[config.mk]
export PLATFORM = sky130hd
export DESIGN_NAME = echo_buffer_ctrl
export DESIGN_NICKNAME = d
export VERILOG_FILES = /design/src/rtl/echo_buffer_ctrl.sv
export SDC_FILE = /design/constraint.sdc
export NUM_CORES = 1
export LEC_CHECK = 0
export ABC_AREA = 1
export CORE_MARGIN = 5
export CORE_UTILIZATION = 54
export CTS_CLUSTER_SIZE = 8
export DETAILED_ROUTE_END_ITERATION = 16
export GPL_TIMING_DRIVEN = 0
export PLACE_DENSITY = 0.82
export SYNTH_ARGS = -nofsm -noshare
export SYNTH_HDL_FRONTEND = slang
export SYNTH_SLANG_ARGS = --single-unit
[constraint.sdc]
create_clock -name CLOCK_50 -period 3.6 [get_ports CLOCK_50]
set_input_delay 0.54 -clock CLOCK_50 [delete_from_list [all_inputs] [get_ports CLOCK_50]]
set_output_delay 0.54 -clock CLOCK_50 [all_outputs]
set_load 0.01 [all_outputs]
[src/rtl/echo_buffer_ctrl.sv]
// echo_buffer_ctrl: stereo feedback-echo controller around an external single-port delay RAM.
//
// Each accepted stereo sample runs through a fixed five-state sequence:
//   IDLE -> READ -> WAIT -> MIX -> WRITE -> IDLE
// The delayed word is fetched from wr_ptr - delay, halved, and added to the dry input.
// The saturated result goes back into the RAM, so the echo feeds back on itself.
//
// Ports
//   CLOCK_50        sole clock, rising edge
//   RESET_N         synchronous active-low reset
//   Enable          1 = echo applied, 0 = dry pass-through (captured per sample)
//   sample_valid    one-cycle strobe, new stereo sample on leftSampleIn/rightSampleIn
//   leftSampleIn    signed left input sample
//   rightSampleIn   signed right input sample
//   delay_samples   echo delay in samples (0 is treated as 1), captured per sample
//   overrun_clr     clears the sticky overrun flag
//   mem_addr        RAM address
//   mem_we          RAM write enable
//   mem_wdata       RAM write data {left, right}
//   mem_rdata       RAM read data, one cycle after a read address
//   leftSampleOut   processed left sample
//   rightSampleOut  processed right sample
//   out_valid       one-cycle strobe, outputs updated
//   busy            high while a sample is being processed
//   overrun         sticky, a sample_valid arrived while busy and was dropped
module echo_buffer_ctrl #(
  parameter int unsigned ADDR_W = 15
) (
  input  logic                     CLOCK_50,
  input  logic                     RESET_N,
  input  logic                     Enable,
  input  logic                     sample_valid,
  input  logic signed [15:0]       leftSampleIn,
  input  logic signed [15:0]       rightSampleIn,
  input  logic        [ADDR_W-1:0] delay_samples,
  input  logic                     overrun_clr,
  output logic        [ADDR_W-1:0] mem_addr,
  output logic                     mem_we,
  output logic        [31:0]       mem_wdata,
  input  logic        [31:0]       mem_rdata,
  output logic signed [15:0]       leftSampleOut,
  output logic signed [15:0]       rightSampleOut,
  output logic                     out_valid,
  output logic                     busy,
  output logic                     overrun
);

  typedef enum logic [2:0] {
    StIdle,
    StRead,
    StWait,
    StMix,
    StWrite
  } state_e;

  state_e state_q, state_d;

  logic signed [15:0]       in_l_q, in_l_d;
  logic signed [15:0]       in_r_q, in_r_d;
  logic                     en_q, en_d;
  logic        [ADDR_W-1:0] delay_q, delay_d;
  logic        [31:0]       rdata_q, rdata_d;
  logic signed [15:0]       out_l_q, out_l_d;
  logic signed [15:0]       out_r_q, out_r_d;
  logic        [ADDR_W-1:0] wr_ptr_q, wr_ptr_d;
  logic        [ADDR_W-1:0] fill_q, fill_d;
  logic                     overrun_q, overrun_d;

  logic                     warm_up;
  logic signed [15:0]       wet_l, wet_r;
  logic signed [15:0]       mix_l, mix_r;

  // dry + (wet >>> 1), computed in 17 bits and clamped back to 16.
  function automatic logic signed [15:0] mix_chan(input logic signed [15:0] dry,
                                                  input logic signed [15:0] wet);
    logic signed [16:0] sum;
    sum = {dry[15], dry} + {{2{wet[15]}}, wet[15:1]};
    if (sum[16] != sum[15]) begin
      mix_chan = sum[16] ? 16'sh8000 : 16'sh7fff;
    end else begin
      mix_chan = sum[15:0];
    end
  endfunction

  // Until delay_q samples have been written since reset, the read location holds stale data.
  always_comb begin
    warm_up = (fill_q < delay_q);
    wet_l   = warm_up ? 16'sd0 : rdata_q[31:16];
    wet_r   = warm_up ? 16'sd0 : rdata_q[15:0];
    mix_l   = mix_chan(in_l_q, wet_l);
    mix_r   = mix_chan(in_r_q, wet_r);
  end

  always_comb begin
    state_d   = state_q;
    in_l_d    = in_l_q;
    in_r_d    = in_r_q;
    en_d      = en_q;
    delay_d   = delay_q;
    rdata_d   = rdata_q;
    out_l_d   = out_l_q;
    out_r_d   = out_r_q;
    wr_ptr_d  = wr_ptr_q;
    fill_d    = fill_q;
    mem_addr  = wr_ptr_q;
    mem_we    = 1'b0;
    out_valid = 1'b0;
    busy      = 1'b1;

    unique case (state_q)
      StIdle: begin
        busy = 1'b0;
        if (sample_valid) begin
          in_l_d  = leftSampleIn;
          in_r_d  = rightSampleIn;
          en_d    = Enable;
          delay_d = (delay_samples == '0) ? ADDR_W'(1) : delay_samples;
          state_d = StRead;
        end
      end
      StRead: begin
        // Modular subtraction wraps naturally at ADDR_W bits.
        mem_addr = wr_ptr_q - delay_q;
        state_d  = StWait;
      end
      StWait: begin
        rdata_d = mem_rdata;
        state_d = StMix;
      end
      StMix: begin
        out_l_d = en_q ? mix_l : in_l_q;
        out_r_d = en_q ? mix_r : in_r_q;
        state_d = StWrite;
      end
      StWrite: begin
        mem_we    = 1'b1;
        out_valid = 1'b1;
        wr_ptr_d  = wr_ptr_q + ADDR_W'(1);
        fill_d    = (fill_q == '1) ? fill_q : fill_q + ADDR_W'(1);
        state_d   = StIdle;
      end
      default: begin
        state_d = StIdle;
      end
    endcase

    // Set wins over clear so a drop in the same cycle is never lost.
    overrun_d = (overrun_q & ~overrun_clr) | (sample_valid & (state_q != StIdle));
  end

  always_ff @(posedge CLOCK_50) begin
    if (!RESET_N) begin
      state_q   <= StIdle;
      in_l_q    <= '0;
      in_r_q    <= '0;
      en_q      <= 1'b0;
      delay_q   <= ADDR_W'(1);
      rdata_q   <= '0;
      out_l_q   <= '0;
      out_r_q   <= '0;
      wr_ptr_q  <= '0;
      fill_q    <= '0;
      overrun_q <= 1'b0;
    end else begin
      state_q   <= state_d;
      in_l_q    <= in_l_d;
      in_r_q    <= in_r_d;
      en_q      <= en_d;
      delay_q   <= delay_d;
      rdata_q   <= rdata_d;
      out_l_q   <= out_l_d;
      out_r_q   <= out_r_d;
      wr_ptr_q  <= wr_ptr_d;
      fill_q    <= fill_d;
      overrun_q <= overrun_d;
    end
  end

  assign mem_wdata      = {out_l_q, out_r_q};
  assign leftSampleOut  = out_l_q;
  assign rightSampleOut = out_r_q;
  assign overrun        = overrun_q;

endmodule

==> flow_metrics.env <==
export IMPL_nFillCells=1268
export IMPL_hold_end="rdata_q[26]"
export IMPL_min_period_over_period=0.9864
export IMPL_switching_share=0.3262
export IMPL_hold_viol_final=0
export IMPL_finalNetCount=1765
export IMPL_max_slew_margin_rel=0.4564
export IMPL_synth_seq_cells=144
export IMPL_yosys_top_cells_area="dfxtp_1, nand2_1, a21oi_1, ha_1, inv_1"
export IMPL_finalMaxSlewViolations=0
export IMPL_finalClockSkew_ps=9.949
export IMPL_design_portCount=167
export IMPL_cp_end_kind="flip-flop"
export IMPL_total_power_mw=4.510
export IMPL_synth_ff_type="dfxtp_1"
export IMPL_via_per_inst=5.458
export IMPL_status="finished, final reports clean"
export IMPL_synth_nets=1552
export IMPL_min_from="rdata_q[26]"
export IMPL_cts_buffers_inserted=17
export IMPL_die_h_microns=142.4
export IMPL_clk_latency_ps=440
export IMPL_setup_tns_ps=0
export IMPL_crit_type="flip-flop to flip-flop"
export IMPL_rr_startpoint="delay_q[6]"
export IMPL_io_buffer_count=163
export IMPL_cts_max_level=4
export IMPL_grt_pass1_vias=9255
export IMPL_max_freq_ghz=0.2816
export IMPL_drt_iter0_drc=855
export IMPL_setup_viol=0
export IMPL_rsz0062_at_grt="true"
export IMPL_cts_tree="yes"
export IMPL_start_util=0.5489
export IMPL_drc=0
export IMPL_grt_use_total=0.2769
export IMPL_regToRegSetupSlack_ps=50
export IMPL_critPathMaxFanout=5
export IMPL_final_antenna_net_count=0
export IMPL_dieArea_sq_mm=0.02027
export IMPL_clock_path_buffers=2
export IMPL_synth_async_reset_ratio=0
export IMPL_dr_pass1_iters=6
export IMPL_wl_per_cell_microns=16.49
export IMPL_dpl_hpwl_microns=21920
export IMPL_crit_path_start_kind="flip-flop"
export IMPL_clk_pin_slew_ps=70
export IMPL_synth_area_sq_mm=0.009462
export IMPL_min_path_cells=2
export IMPL_cts_root_buffer="clkbuf_16"
export IMPL_diodes=0
export IMPL_cell_internal_pwr_mw=3.038
export IMPL_grt_max_degree=18
export IMPL_synth_cells=1403
export IMPL_finalCriticalPeriod_ps=3551
export IMPL_synth_top_area_share=0.3047
export IMPL_synth_edff_count=0
export IMPL_p_per_area_mw_per_mm2=346.6
export IMPL_netSwitchingPower_mw=1.471
export IMPL_drive_above_1_share=0.2112
export IMPL_yosys_warnings=0
export IMPL_overflow=0
export IMPL_area_delta_synth_final_pct=37.50
export IMPL_reg2reg_to="rightSampleOut[13]"
export IMPL_hold_buffers=0
export IMPL_gp_congestion=0.9217
export IMPL_die_w_microns=142.4
export IMPL_leakage_nw=5.513
export IMPL_yosysTopAreaCell="dfxtp_1"
export IMPL_yosysMostFrequentCell="nand2_1"
export IMPL_cap_violations=0
export IMPL_seqPwrFrac=0.387
export IMPL_seq_area_frac_synth=0.3047
export IMPL_core_area_sq_mm=0.01724
export IMPL_syn_avg_cell_area_sq_um=6.744
export IMPL_yosys_top_cells_count="nand2_1, inv_1, a21oi_1"
export IMPL_finalWirelength_microns=30580
export IMPL_hp_class="flip-flop to flip-flop"
export IMPL_rr_worst_depth=26
export IMPL_critPathArrivalTime_ps=3840
export IMPL_synth_distinct_cells=46
export IMPL_cts_sinks=144
export IMPL_antenna_found_initial=0
export IMPL_worstPathRequired_ps=3890
export IMPL_grt_pass1_wl_microns=45420
export IMPL_worst_pin_slew_ps=815.4
export IMPL_rows=48
export IMPL_p_comb_frac=0.219
export IMPL_vias=10120
export IMPL_pwr_share_clk=0.394
export IMPL_final_cell_area_sq_mm=0.01301
export IMPL_vdd_drop_max_v=0.0003694
export IMPL_place_area_sq_mm=0.01137
==> worst max path at each step <==
stage	from	endpoint	depth (start not counted)
final	delay_q[6]	rightSampleOut[13]	26
after global routing	delay_q[6]	rightSampleOut[13]	26
after floorplan	delay_q[6]	rightSampleOut[3]	28
after global placement	delay_q[6]	rightSampleOut[3]	28
after detailed placement	delay_q[6]	leftSampleOut[14]	25
after CTS	delay_q[2]	rightSampleOut[13]	24
==> cell families after synthesis <==
kind of cell             synth area share
flip-flops                         0.3047
XOR/XNOR                          0.02499
adder cells (fa/ha/maj)           0.08834
AO/OA/AOI/OAI                      0.1994
buffers and inverters              0.1308
AND/OR/NAND/NOR                    0.2518
==> layer usage <==
| layer | vias to the layer above | share of wire | GRT usage |
|---|---|---|---|
| met5 | - | 0 | 0 |
| met4 | 0 | 0.028 | 0.09605 |
| met3 | 75 | 0.085 | 0.05040 |
| met2 | 472 | 0.48 | 0.4639 |
| met1 | 4635 | 0.41 | 0.3597 |
| li1 | 4937 | - | - |
==> through the flow <==
stage               cells  hold WS, ps    util  setup slack (ps)
finish               1854        458.4  0.7548             48.95
global route         1854        478.7  0.7548            -126.3
CTS                  1833        456.3  0.7029             5.870
detailed placement   1791        444.4  0.6599            -353.5
global placement     1791        441.3  0.6599            -323.4
floorplan            1403        430.0       -             376.3
==> layout by cell type (no fill, tap or decap), drive strengths merged, types with 2 or more instances in the layout <==
cell type	n
o21ai	108
nor4	4
nand3	47
fa	3
dfxtp	144
o31ai	2
nor3b	2
nand3b	2
nor3	24
inv	211
clkdlybuf4s50	160
buf	72
o21bai	4
a31oi	2
clkinv	6
nand4	7
nand2	347
nor2	105
a21oi	200
clkbuf	59
and2	3
a211oi	14
or2	5
xor2	18
xnor2	9
ha	62
==> cell type report <==
class                      count  area, sq um  share of cell area
buffer                        83        521.8             0.04010
clock buffer                  17        425.4             0.03270
clock inverter                15        168.9             0.01298
inverter                     202        768.2             0.05905
multi-input combinational    974         5997              0.4610
sequential                   144         2899              0.2228
tap                          225        281.5             0.02164
timing repair buffer         194         1948              0.1497
==> flip-flops by register name, summed over array words and instances, names as in the netlist <==
signal / count
fill_q: 15
en_q: 1
rdata_q: 30
leftSampleOut: 16
in_l_q: 16
overrun: 1
delay_q: 15
state_q: 3
in_r_q: 16
rightSampleOut: 16
wr_ptr_q: 15
==> power by group through the flow <==
stage	logic (mW)	registers, mW	clock network (mW)
after floorplan	0.521	1.76	0
after detailed placement	0.839	1.77	0
final	0.990	1.74	1.78
after global routing	1.08	1.75	1.87
after CTS	0.859	1.73	1.78
after global placement	0.823	1.76	0
==> critical path, stage by stage, from the launching register on <==
cell	delay, ps
dfxtp_2	340
inv_4	40
ha_4	270
nand2_4	50
inv_2	50
nand3_2	70
a21oi_2	130
o211ai_1	140
o2111ai_2	120
inv_4	120
buf_8	160
nor2_4	110
ha_4	140
inv_2	40
fa_2	360
nand3b_1	170
nand2_2	110
nand2_2	80
nand2_4	80
nand2_4	70
nand3_2	70
nand2_2	60
a21oi_4	260
buf_8	190
nand2_4	60
nand2_4	50
a21oi_2	50
==> repair_timing <==
action	CTS	global route
resized for setup	29	168
cloned	2	4
pin swaps	14	63
endpoints found under the setup margin	35	36
setup buffers	8	18
Power figures use the tool's default switching activity.
